$ cat src/rtl/fetch_queue_if.sv
// fetch_queue_if
//   Bundles the instruction-memory request port, the IF/ID handshake and the
//   redirect input of the fetch front end.
//   master : the fetch_queue side (drives imem_req/imem_addr, inst_*, occupancy)
//   slave  : the memory / decode / environment side
//   Ports of the bundle:
//     imem_req, imem_addr      fetch request and address
//     imem_valid, imem_rdata   memory response, one cycle after an accepted request
//     inst_valid, inst_data,
//     inst_pc, inst_ready      queue head to IF/ID with valid/ready handshake
//     redirect_valid,
//     redirect_pc              flush and restart fetch at a new address
//     occupancy                number of valid queue entries
interface fetch_queue_if #(
   parameter int unsigned ADDR_W = 32,
   parameter int unsigned DATA_W = 32,
   parameter int unsigned DEPTH  = 4
);
   logic                      imem_req;
   logic [ADDR_W-1:0]         imem_addr;
   logic                      imem_valid;
   logic [DATA_W-1:0]         imem_rdata;
   logic                      inst_valid;
   logic [DATA_W-1:0]         inst_data;
   logic [ADDR_W-1:0]         inst_pc;
   logic                      inst_ready;
   logic                      redirect_valid;
   logic [ADDR_W-1:0]         redirect_pc;
   logic [$clog2(DEPTH):0]    occupancy;

   modport master (
      output imem_req, imem_addr, inst_valid, inst_data, inst_pc, occupancy,
      input  imem_valid, imem_rdata, inst_ready, redirect_valid, redirect_pc
   );

   modport slave (
      input  imem_req, imem_addr, inst_valid, inst_data, inst_pc, occupancy,
      output imem_valid, imem_rdata, inst_ready, redirect_valid, redirect_pc
   );
endinterface

$ cat src/rtl/fetch_queue.sv
// fetch_queue
//   Instruction-fetch front end: PC sequencer, synchronous instruction-memory
//   request port and a DEPTH-entry {pc, instr} queue feeding IF/ID through a
//   valid/ready handshake. Redirects flush the queue and any in-flight fetch.
//   Ports:
//     clk    : rising-edge clock
//     reset  : synchronous, active-low reset
//     bus    : fetch_queue_if.master (memory port, IF/ID handshake, redirect,
//              occupancy)
//   Optional build macro:
//     FQ_BYPASS_EN : when defined, a response arriving at an empty queue is
//                    presented combinationally on inst_* in the same cycle and
//                    is not enqueued if IF/ID takes it.
module fetch_queue #(
   parameter int unsigned      ADDR_W   = 32,
   parameter int unsigned      DATA_W   = 32,
   parameter int unsigned      DEPTH    = 4,
   parameter logic [ADDR_W-1:0] RESET_PC = '0
) (
   input logic           clk,
   input logic           reset,
   fetch_queue_if.master bus
);

   localparam int unsigned       PTR_W   = $clog2(DEPTH);
   localparam int unsigned       CNT_W   = PTR_W + 1;
   localparam logic [ADDR_W-1:0] PC_STEP = ADDR_W'(DATA_W / 8);

   // A request accepted in one cycle has its response in the next, so the
   // fetch port only needs to remember whether last cycle issued.
   typedef enum logic {
      FS_IDLE,
      FS_BUSY
   } fetch_state_e;

   fetch_state_e      fs_q, fs_d;
   logic [ADDR_W-1:0] fetch_pc_q, fetch_pc_d;
   logic [ADDR_W-1:0] req_pc_q, req_pc_d;
   logic [PTR_W-1:0]  rd_ptr_q, rd_ptr_d;
   logic [PTR_W-1:0]  wr_ptr_q, wr_ptr_d;
   logic [CNT_W-1:0]  count_q, count_d;
   logic [ADDR_W-1:0] last_pc_q, last_pc_d;
   logic [DATA_W-1:0] last_data_q, last_data_d;

   logic [ADDR_W-1:0] pc_mem_q   [DEPTH];
   logic [DATA_W-1:0] data_mem_q [DEPTH];

   logic              run;
   logic              q_empty;
   logic              issue;
   logic              resp_ok;
   logic              byp;
   logic              push;
   logic              pop;
   logic [CNT_W:0]    pending;
   logic              head_valid;
   logic [ADDR_W-1:0] head_pc;
   logic [DATA_W-1:0] head_data;

   always_comb begin
      run     = reset && !bus.redirect_valid;
      q_empty = (count_q == '0);
      pending = {1'b0, count_q} + (CNT_W + 1)'(fs_q == FS_BUSY);
      issue   = run && (pending < (CNT_W + 1)'(DEPTH));

      // The in-flight fetch is killed implicitly: a redirect blocks issue and
      // discards the response landing in its own cycle, so nothing stale is
      // outstanding afterwards.
      resp_ok = run && bus.imem_valid && (fs_q == FS_BUSY);

`ifdef FQ_BYPASS_EN
      byp = resp_ok && q_empty;
`else
      byp = 1'b0;
`endif

      push = resp_ok && !(byp && bus.inst_ready);
      pop  = run && !q_empty && bus.inst_ready;

      head_valid = !q_empty || byp;
      if (!q_empty) begin
         head_pc   = pc_mem_q[rd_ptr_q];
         head_data = data_mem_q[rd_ptr_q];
      end else if (byp) begin
         head_pc   = req_pc_q;
         head_data = bus.imem_rdata;
      end else begin
         head_pc   = last_pc_q;
         head_data = last_data_q;
      end

      bus.imem_req   = issue;
      bus.imem_addr  = fetch_pc_q;
      bus.inst_valid = head_valid;
      bus.inst_pc    = head_pc;
      bus.inst_data  = head_data;
      bus.occupancy  = count_q;

      // Next state.
      fs_d        = issue ? FS_BUSY : FS_IDLE;
      req_pc_d    = issue ? fetch_pc_q : req_pc_q;
      fetch_pc_d  = fetch_pc_q;
      rd_ptr_d    = rd_ptr_q + PTR_W'(pop);
      wr_ptr_d    = wr_ptr_q + PTR_W'(push);
      count_d     = count_q + CNT_W'(push) - CNT_W'(pop);
      // Remember whatever was last presented so an empty queue holds it.
      last_pc_d   = head_valid ? head_pc : last_pc_q;
      last_data_d = head_valid ? head_data : last_data_q;

      if (bus.redirect_valid) begin
         fetch_pc_d = bus.redirect_pc;
         rd_ptr_d   = '0;
         wr_ptr_d   = '0;
         count_d    = '0;
      end else if (issue) begin
         fetch_pc_d = fetch_pc_q + PC_STEP;
      end
   end

   always_ff @(posedge clk) begin
      if (!reset) begin
         fs_q        <= FS_IDLE;
         fetch_pc_q  <= RESET_PC;
         req_pc_q    <= '0;
         rd_ptr_q    <= '0;
         wr_ptr_q    <= '0;
         count_q     <= '0;
         last_pc_q   <= '0;
         last_data_q <= '0;
      end else begin
         fs_q        <= fs_d;
         fetch_pc_q  <= fetch_pc_d;
         req_pc_q    <= req_pc_d;
         rd_ptr_q    <= rd_ptr_d;
         wr_ptr_q    <= wr_ptr_d;
         count_q     <= count_d;
         last_pc_q   <= last_pc_d;
         last_data_q <= last_data_d;
      end
   end

   // Storage needs no reset: entries are only read while count_q covers them.
   always_ff @(posedge clk) begin
      if (push) begin
         pc_mem_q[wr_ptr_q]   <= req_pc_q;
         data_mem_q[wr_ptr_q] <= bus.imem_rdata;
      end
   end

endmodule

$ cat src/flat_wrapper.sv
// flat-port wrapper written by rule: the top's interface ports become plain ports
module fetch_queue_flat 
#(
   parameter int unsigned      ADDR_W   = 32,
   parameter int unsigned      DATA_W   = 32,
   parameter int unsigned      DEPTH    = 4,
   parameter logic [ADDR_W-1:0] RESET_PC = '0
)
  (clk, reset, bus_imem_req, bus_imem_addr, bus_inst_valid, bus_inst_data, bus_inst_pc, bus_occupancy, bus_imem_valid, bus_imem_rdata, bus_inst_ready, bus_redirect_valid, bus_redirect_pc);
  fetch_queue_if #(.ADDR_W(ADDR_W), .DATA_W(DATA_W), .DEPTH(DEPTH)) bus_i ();
  input logic clk;
  input logic reset;
  output wire logic [$bits(bus_i.imem_req)-1:0] bus_imem_req;
  output wire logic [$bits(bus_i.imem_addr)-1:0] bus_imem_addr;
  output wire logic [$bits(bus_i.inst_valid)-1:0] bus_inst_valid;
  output wire logic [$bits(bus_i.inst_data)-1:0] bus_inst_data;
  output wire logic [$bits(bus_i.inst_pc)-1:0] bus_inst_pc;
  output wire logic [$bits(bus_i.occupancy)-1:0] bus_occupancy;
  input wire logic [$bits(bus_i.imem_valid)-1:0] bus_imem_valid;
  input wire logic [$bits(bus_i.imem_rdata)-1:0] bus_imem_rdata;
  input wire logic [$bits(bus_i.inst_ready)-1:0] bus_inst_ready;
  input wire logic [$bits(bus_i.redirect_valid)-1:0] bus_redirect_valid;
  input wire logic [$bits(bus_i.redirect_pc)-1:0] bus_redirect_pc;
  assign bus_imem_req = bus_i.imem_req;
  assign bus_imem_addr = bus_i.imem_addr;
  assign bus_inst_valid = bus_i.inst_valid;
  assign bus_inst_data = bus_i.inst_data;
  assign bus_inst_pc = bus_i.inst_pc;
  assign bus_occupancy = bus_i.occupancy;
  assign bus_i.imem_valid = bus_imem_valid;
  assign bus_i.imem_rdata = bus_imem_rdata;
  assign bus_i.inst_ready = bus_inst_ready;
  assign bus_i.redirect_valid = bus_redirect_valid;
  assign bus_i.redirect_pc = bus_redirect_pc;
  fetch_queue #(.ADDR_W(ADDR_W), .DATA_W(DATA_W), .DEPTH(DEPTH), .RESET_PC(RESET_PC)) u_core (.clk(clk), .reset(reset), .bus(bus_i));
endmodule
$ cat config.mk
export PLATFORM = sky130hd
export DESIGN_NAME = fetch_queue_flat
export DESIGN_NICKNAME = d
export VERILOG_FILES = /design/src/rtl/fetch_queue_if.sv /design/src/rtl/fetch_queue.sv /design/src/flat_wrapper.sv
export SDC_FILE = /design/constraint.sdc
export NUM_CORES = 1
export LEC_CHECK = 0
export BUFFER_PORTS_ARGS = -buffer_cell sky130_fd_sc_hd__buf_2
export CAP_MARGIN = 10
export CORE_ASPECT_RATIO = 1.2
export CORE_UTILIZATION = 40
export DETAILED_ROUTE_END_ITERATION = 6
export GPL_TIMING_DRIVEN = 0
export PLACE_DENSITY = 0.65
export RECOVER_POWER = 100
export SKIP_CTS_REPAIR_TIMING = 1
export SYNTH_ARGS = -nofsm -noshare
export SYNTH_HDL_FRONTEND = slang
export SYNTH_SLANG_ARGS = --single-unit
$ cat constraint.sdc
create_clock -name clk -period 22.5 [get_ports clk]
set_input_delay 3.375 -clock clk [delete_from_list [all_inputs] [get_ports clk]]
set_output_delay 3.375 -clock clk [all_outputs]
set_load 0.005 [all_outputs]
* Word level (Yosys, flattened, before mapping) *
Memories as Yosys holds them, arrays and structs flattened. A register that Yosys moved wholly into a read port is not among the register bits.
Index checks and enable logic that the tools add are counted.

word-level totals
  output and inout bits = 101
  memories kept = 2
  input bits = 69
  register bits after elaboration = 136
  memory bits (writable) = 256

cells by class
  add/sub/neg operators = 6
  bitwise logic cells = 1
  reduce and logical (&&, ||, !) cells = 11
  multiplexer cells = 9
  $lt $le $gt $ge = 1

memories
  memory             depth  width  rd ports  clocked after memory_dff  write ports  RTL line           text
  u_core.data_mem_q  4      32     1         1                         1            fetch_queue.sv:46  logic [DATA_W-1:0] data_mem_q [DEPTH];
  u_core.pc_mem_q    4      32     1         1                         1            fetch_queue.sv:45  logic [ADDR_W-1:0] pc_mem_q [DEPTH];

operator list
  cell                     number
  $mux W32                 4
  $add A32 B3 Y32 const B  1
  $logic_and A1 B1 Y1      6
  $add A2 B1 Y2            2
  $add A3 B1 Y4            1
  $lt A4 B3 Y1 const B     1
  $mux W2                  2
  $add A3 B1 Y3            1
  $logic_not A3 Y1         1
  $mux W1                  3
  $sub A3 B1 Y3            1
  $logic_not A1 Y1         2
  $reduce_bool A2 Y1       1
  $reduce_or A2 Y1         1
  $not A1 Y1               1

* Longest topological paths before layout *
Gate-level depths: netlist of run 1.

  depth after elaboration = 6
  mapped depth = 9

* Worst setup path after synthesis of run 1 *
OpenSTA, ideal clock, no wires.

  path kind = input port to flip-flop
  start point = in reset
  end point = mem u_core.data_mem_q[0][0], enable pin
  buffers on the path = 1
  path slack = 13.133 ns
  arrival = 8.789 ns
  required time = 21.922 ns
  stages on the path = 5
  path through = clkinv_1 nor2_1 and3_1 clkbuf_1 nor3b_1

on the way
  word-level cells in the longest chain between the ends = 5

ends and longest elaborated chain
  item                              RTL line            text
  start, declared                   flat_wrapper.sv:12  input logic reset;
  $logic_and A1 B1 Y1               fetch_queue.sv:61   run = reset && !bus.redirect_valid;
  $logic_and A1 B1 Y1 (2 in a row)  fetch_queue.sv:69   resp_ok = run && bus.imem_valid && (fs_q == FS_BUSY);
  $mux W1                           fetch_queue.sv:144  if (push) begin
  $mux W1 (not written as such)     fetch_queue.sv:146  data_mem_q[wr_ptr_q] <= bus.imem_rdata;
  end, declared                     fetch_queue.sv:46

Every way passes these cells.

* Worst setup path in the final report of run 1 *
  start point = in bus_redirect_valid
  end point = out bus_imem_req

on the way
  word-level cells in the longest chain between the ends = 3

ends and longest elaborated chain
  item                 RTL line            text
  start, declared      flat_wrapper.sv:22  input wire logic [$bits(bus_i.redirect_valid)-1:0] bus_redirect_valid;
  $logic_not A1 Y1     fetch_queue.sv:61
  $logic_and A1 B1 Y1  fetch_queue.sv:61
  $logic_and A1 B1 Y1  fetch_queue.sv:64   issue = run && (pending < (CNT_W + 1)'(DEPTH));
  end, declared        flat_wrapper.sv:13  output wire logic [$bits(bus_i.imem_req)-1:0] bus_imem_req;

Every way passes these cells.

==> results.cfg, run 1 <==
[run_status]
outcome = finished, violations left
failed_checks = capacitance limit, slew limit

[critical_path]
crit_arrival_ps = 5440
ff2ff_path_depth = 4
r2r-start = u_core.fs_q
critical_path_required_ps = 19120
worstSetupPathType = in2out
start_kind = input pin
cp_max_fo = 10
reg2reg_to = u_core.data_mem_q[3][14]
critical_path.endpoint_type = primary output
r2r_setup_slack_ps = 18120

[clock_network]
cts-root-buf = clkbuf_16
clk_pin_slew_ps = 60
h-tree-depth = 2
cts_tree = built
clk_latency_ps = 530
cts.path.max_buffers = 3
cts_buffers = 40
cts.sinks = 392

[floorplan]
die_w_um = 178.9
dieArea_um2 = 38320
ios = 170
rows = 77
die_h_um = 214.2
core_um2 = 36900
initial_core_util = 0.4069

[placed_design]
dp_hpwl_um = 23080
place_congestion = 0.8342
portBuffers = 169
dpl_cell_area_um2 = 16670

[finish]
area_delta_synth_final_pct = 17.41
drive_above_1_share = 0.2241
final_area_um2 = 17630
nNetsFinal = 1242

[detailed_routing]
drtAntennaViolNets = 0
vias = 8681
drc = 0
routed_wirelength_um = 33940
wire_per_inst_um = 20.30
drt_iter0_markers = 571
first_pass_iters = 5
vias_per_cell = 5.192

[grt]
antenna_found_initial = 2
grt_pass1_vias = 9184
overflow = 0
grtUsageTotal = 0.1826
grt_first_pass_wirelength_um = 52450
grt_max_degree = 34

[pwr]
p_leak_uw = 0.005923
powerDensity_nw_per_um2 = 82.38
peakVddDrop_v = 0.00005992

[sta]
final.setup_skew_ps = 13.24
fmax_mhz = 113.5
hold-worst-slack_ps = 498.7
worst_slew_pin_slew_ps = 2216
relSlewSlack = -0.4775
fin_tns_setup_ps = 0
finalHoldViolations = 0
grt_setup_unrepaired = no
min_period_over_period = 0.3917
slew_viol_final = 205
post-route-min-period_ps = 8814
finalSetupViolCount = 0

[worst_hold_path]
holdPathEnd = u_core.req_pc_q[11]
min_path_cells = 2
hp-class = reg2reg
hold_start = u_core.req_pc_q[11]

[synthesis]
synth_top_area_frac = 0.5120
ys.flop_type = edfxtp_1
synthCells = 942
ys_ff_latch = 392
synth_enable_flop_cells = 256
yosys_warnings = 0
yosysTopAreaCell = edfxtp_1
synth.yosys.seq_area_share = 0.6934
synthArstFlopShare = 0
syn_nets = 1018
synth_area_leaders = edfxtp_1, dfxtp_1, mux4_2
synth.most_common_cell = edfxtp_1
netlist-cell-type-count = 58
ys_top_cells_by_count = edfxtp_1, dfxtp_1, nand2_1
synth.avg_cell_area_um2 = 15.94
synth.cell_area_um2 = 15010

[run]
max_cap_viol_count = 9
==> worst max-delay path by stage <==
stage / from / to / slack (ps) / cells after the start
after floorplan: reset / u_core.data_mem_q[0][0] / 13130 / 5
after global placement: reset / u_core.data_mem_q[0][0] / 8300 / 6
after detailed placement: bus_redirect_valid / bus_imem_req / 14010 / 7
after CTS: bus_redirect_valid / bus_imem_req / 14010 / 7
after global routing: bus_redirect_valid / bus_imem_req / 13600 / 7
final: bus_redirect_valid / bus_imem_req / 13690 / 7
==> placed cells by master, fill, tap and decap left out, types with 16 or more instances in the layout <==
cell type,instances
edfxtp_1,256
o21ai_0,19
nand2_1,84
clkbuf_16,41
xnor2_1,18
a21oi_1,48
clkbuf_1,157
mux2_1,17
dfxtp_1,136
mux2_2,47
nor2_1,16
mux4_2,64
and2_1,37
buf_2,91
and2_0,32
==> state kept, by name, summed over array words and instances, names as in the netlist <==
name                  flops
u_core.pc_mem_q         128
u_core.rd_ptr_q           2
u_core.bus.imem_addr     32
u_core.last_data_q       32
u_core.data_mem_q       128
u_core.last_pc_q         32
u_core.bus.occupancy      3
u_core.wr_ptr_q           2
u_core.req_pc_q          32
u_core.fs_q               1
==> per-layer routing <==
metal | vias up | global-route usage | part of all wire | wire [um]
li1 | 4014 | - | - | -
met1 | 4380 | 0.2366 | 0.43 | 14530
met2 | 230 | 0.3064 | 0.50 | 16830
met3 | 57 | 0.03227 | 0.048 | 1632
met4 | 0 | 0.06186 | 0.028 | 939
met5 | - | 0 | 0 | 0
==> through the flow <==
step / setup slack, ps / util / total power, uW / instances
after CTS: 14010 / 0.4851 / 1468 / 1670
after detailed placement: 14010 / 0.4517 / 842.4 / 1598
after floorplan: 13130 / - / 815.4 / 942
final: 13690 / 0.4777 / 1452 / 1672
after global routing: 13600 / 0.4776 / 1500 / 1671
after global placement: 8296 / 0.4459 / 841.1 / 1585
==> cell families (layout without fill, tap and decap cells) <==
| logic type | Yosys count | count (layout) | synth area share |
|---|---|---|---|
| AOI/OAI and AO/OA | 98 | 98 | 0.03942 |
| xor gates and xnor gates | 21 | 21 | 0.01225 |
| adders and majority gates | 7 | 7 | 0.006334 |
| buffers and inverters | 65 | 319 | 0.01792 |
| DFF | 392 | 392 | 0.6934 |
| muxes | 131 | 131 | 0.1460 |
| other | 0 | 2 | 0 |
| and+or+nand+nor | 228 | 228 | 0.08467 |
==> worst max-delay path, stage by stage <==
cell      delay [ps]
clkbuf_1         170
clkbuf_1         510
nand4b_1         200
o32a_1           330
clkinv_1         380
clkbuf_1         310
clkbuf_1         170
==> where the power goes <==
| part | internal, uW | leakage (uW) | switching (uW) | total (uW) |
|---|---|---|---|---|
| clock network | 366 | 0.000596 | 261 | 627 |
| registers | 772 | 0.00337 | 10.8 | 783 |
| logic | 16.9 | 0.00196 | 25.4 | 42.3 |
==> final cells by class <==
type                       instances  area (um2)
inverter                          11       41.29
tap                              474       593.1
fill                            3312       19270
clock buffer                      58        1110
buffer                            54       217.7
antenna                            2       5.005
multi-input combinational        485        4334
clock inverter                    14       122.6
sequential                       392       10410
timing repair buffer             182       793.3
Power figures use the tool's default switching activity.
==> run 2: changes to the inputs <==
--- a/config.mk
+++ b/config.mk
@@ -11,7 +11,7 @@
 export CORE_UTILIZATION = 40
 export DETAILED_ROUTE_END_ITERATION = 6
 export GPL_TIMING_DRIVEN = 0
-export PLACE_DENSITY = 0.65
+export PLACE_DENSITY = 0.67
 export RECOVER_POWER = 100
 export SKIP_CTS_REPAIR_TIMING = 1
 export SYNTH_ARGS = -nofsm -noshare
==> constraint.sdc (replaced) <==
create_clock -name clk -period 8.1 [get_ports clk]
set_input_delay 1.215 -clock clk [delete_from_list [all_inputs] [get_ports clk]]
set_output_delay 1.215 -clock clk [all_outputs]
set_load 0.005 [all_outputs]
==> run 2 against run 1 <==
Against the previous run:
- the run still ends with capacitance limit, slew limit left
- non-clock buffer count unchanged
- final cell count down 0.18%
- count of clock-buffer cells in the layout up 4
- critical path depth unchanged
- clock skew up 5.9 ps
- via count up 0.51%
- highest routed layer unchanged
==> results.cfg, run 2 (synthesis results as in run 1) <==
[detailed_routing]
vias_per_cell = 5.228
routed_wirelength_um = 33540
drtAntennaViolNets = 0
drc = 0
drt_iter0_markers = 671
wire_per_inst_um = 20.09
first_pass_iters = 4
vias = 8725

[sta]
fmax_mhz = 172.1
grt_setup_unrepaired = no
slew_viol_final = 141
fin_tns_setup_ps = 0
min_period_over_period = 0.7174
finalSetupViolCount = 0
setup_slack_ps = 2289
finalHoldViolations = 0
relSlewSlack = -0.8834
worst_slew_pin_slew_ps = 2825
post-route-min-period_ps = 5811
final.setup_skew_ps = 19.10

[placed_design]
place_congestion = 0.8669
portBuffers = 169
pre_cts_ws_ps = 3857
dp_hpwl_um = 22840
dpl_cell_area_um2 = 16670

[floorplan]
initial_core_util = 0.4069
die_h_um = 214.2
ios = 170
dieArea_um2 = 38320
rows = 77
die_w_um = 178.9
core_um2 = 36900

[critical_path]
worstSetupPathType = in2reg
critical_path_required_ps = 8180
cp_max_fo = 40
critical_path.endpoint_type = flop
crit_arrival_ps = 5890
start_kind = input pin

[finish]
drive_above_1_share = 0.2218
diodes = 0
final_cell_mix = edfxtp_1, clkbuf_1, dfxtp_1
final_common_cell = edfxtp_1
top_regs = u_core.data_mem_q: 128 flops, u_core.pc_mem_q: 128 flops
final_util = 0.4771
final_area_um2 = 17600
nFillCells = 3228
nNetsFinal = 1241
area_delta_synth_final_pct = 17.26

[clock_network]
cts.path.max_buffers = 3
cts_buffers = 39
cts_tree = built
clk_pin_slew_ps = 60
cts.sinks = 392
h-tree-depth = 2
cts-root-buf = clkbuf_16
clk_latency_ps = 540

[run_status]
outcome = finished, violations left
failed_checks = capacitance limit, slew limit

[pwr]
power.internal_uw = 3194
switching_share = 0.2066
p_clk_frac = 0.431
power_frac_comb = 0.029
p_leak_uw = 0.005896
seqPwrFrac = 0.540
powerDensity_nw_per_um2 = 228.7
p_switching_uw = 831.7
peakVddDrop_v = 0.0001480

[grt]
overflow = 0
grt_max_degree = 41
grt_pass1_vias = 9164
grt_first_pass_wirelength_um = 52120
grtUsageTotal = 0.1807
antenna_found_initial = 0

[run]
max_cap_viol_count = 5

[worst_hold_path]
hp-class = reg2reg
[run 2: layer usage]
| layer | GRT usage | part of all wire | vias to the layer above |
|---|---|---|---|
| met5 | 0 | 0 | - |
| met4 | 0.06554 | 0.028 | 0 |
| met3 | 0.03457 | 0.058 | 54 |
| met2 | 0.3014 | 0.49 | 269 |
| met1 | 0.2322 | 0.42 | 4394 |
| li1 | - | - | 4008 |
[run 2: worst paths after layout]
check	from	end	slack, ps	cells past startpoint
setup reg to reg	u_core.fs_q	u_core.pc_mem_q[3][4]	3600	4
setup / recovery	reset	u_core.pc_mem_q[3][4]	2290	7
hold / removal	u_core.bus.imem_addr[1]	u_core.req_pc_q[1]	470	2
hold reg to reg	u_core.bus.imem_addr[1]	u_core.req_pc_q[1]	470	2
[run 2: layout make-up]
type / instances / area, um2 / share of cell area
clock buffers: 62 / 1102 / 0.06262
clock inverters: 9 / 123.9 / 0.007036
plain buffers: 54 / 219.0 / 0.01244
repair buffers: 182 / 780.7 / 0.04435
inverters: 11 / 41.29 / 0.002345
well taps: 474 / 593.1 / 0.03369
flip-flops and latches: 392 / 10410 / 0.5913
multi-input cells: 485 / 4334 / 0.2462
[run 2: per-stage QoR]
step | hold slack [ps] | power, uW | instances
detailed placement | 467.9 | 2339 | 1598
floorplan | 460.0 | 2265 | 942
finish | 472.9 | 4026 | 1669
CTS | 478.1 | 4069 | 1669
global route | 522.1 | 4156 | 1669
global placement | 465.8 | 2335 | 1585
[run 2: power by group through the flow]
stage / combinational [uW] / sequential, uW / clock [uW]
finish: 117 / 2170 / 1740
global route: 130 / 2180 / 1850
CTS: 124 / 2170 / 1770
detailed placement: 123 / 2220 / 0
global placement: 119 / 2220 / 0
floorplan: 58.3 / 2210 / 0
[run 2: critical path: stages]
cell	delay, ps
clkbuf_1	250
clkinv_1	380
nor2_1	380
and3_1	200
clkbuf_1	210
and3_1	1130
clkbuf_1	2080
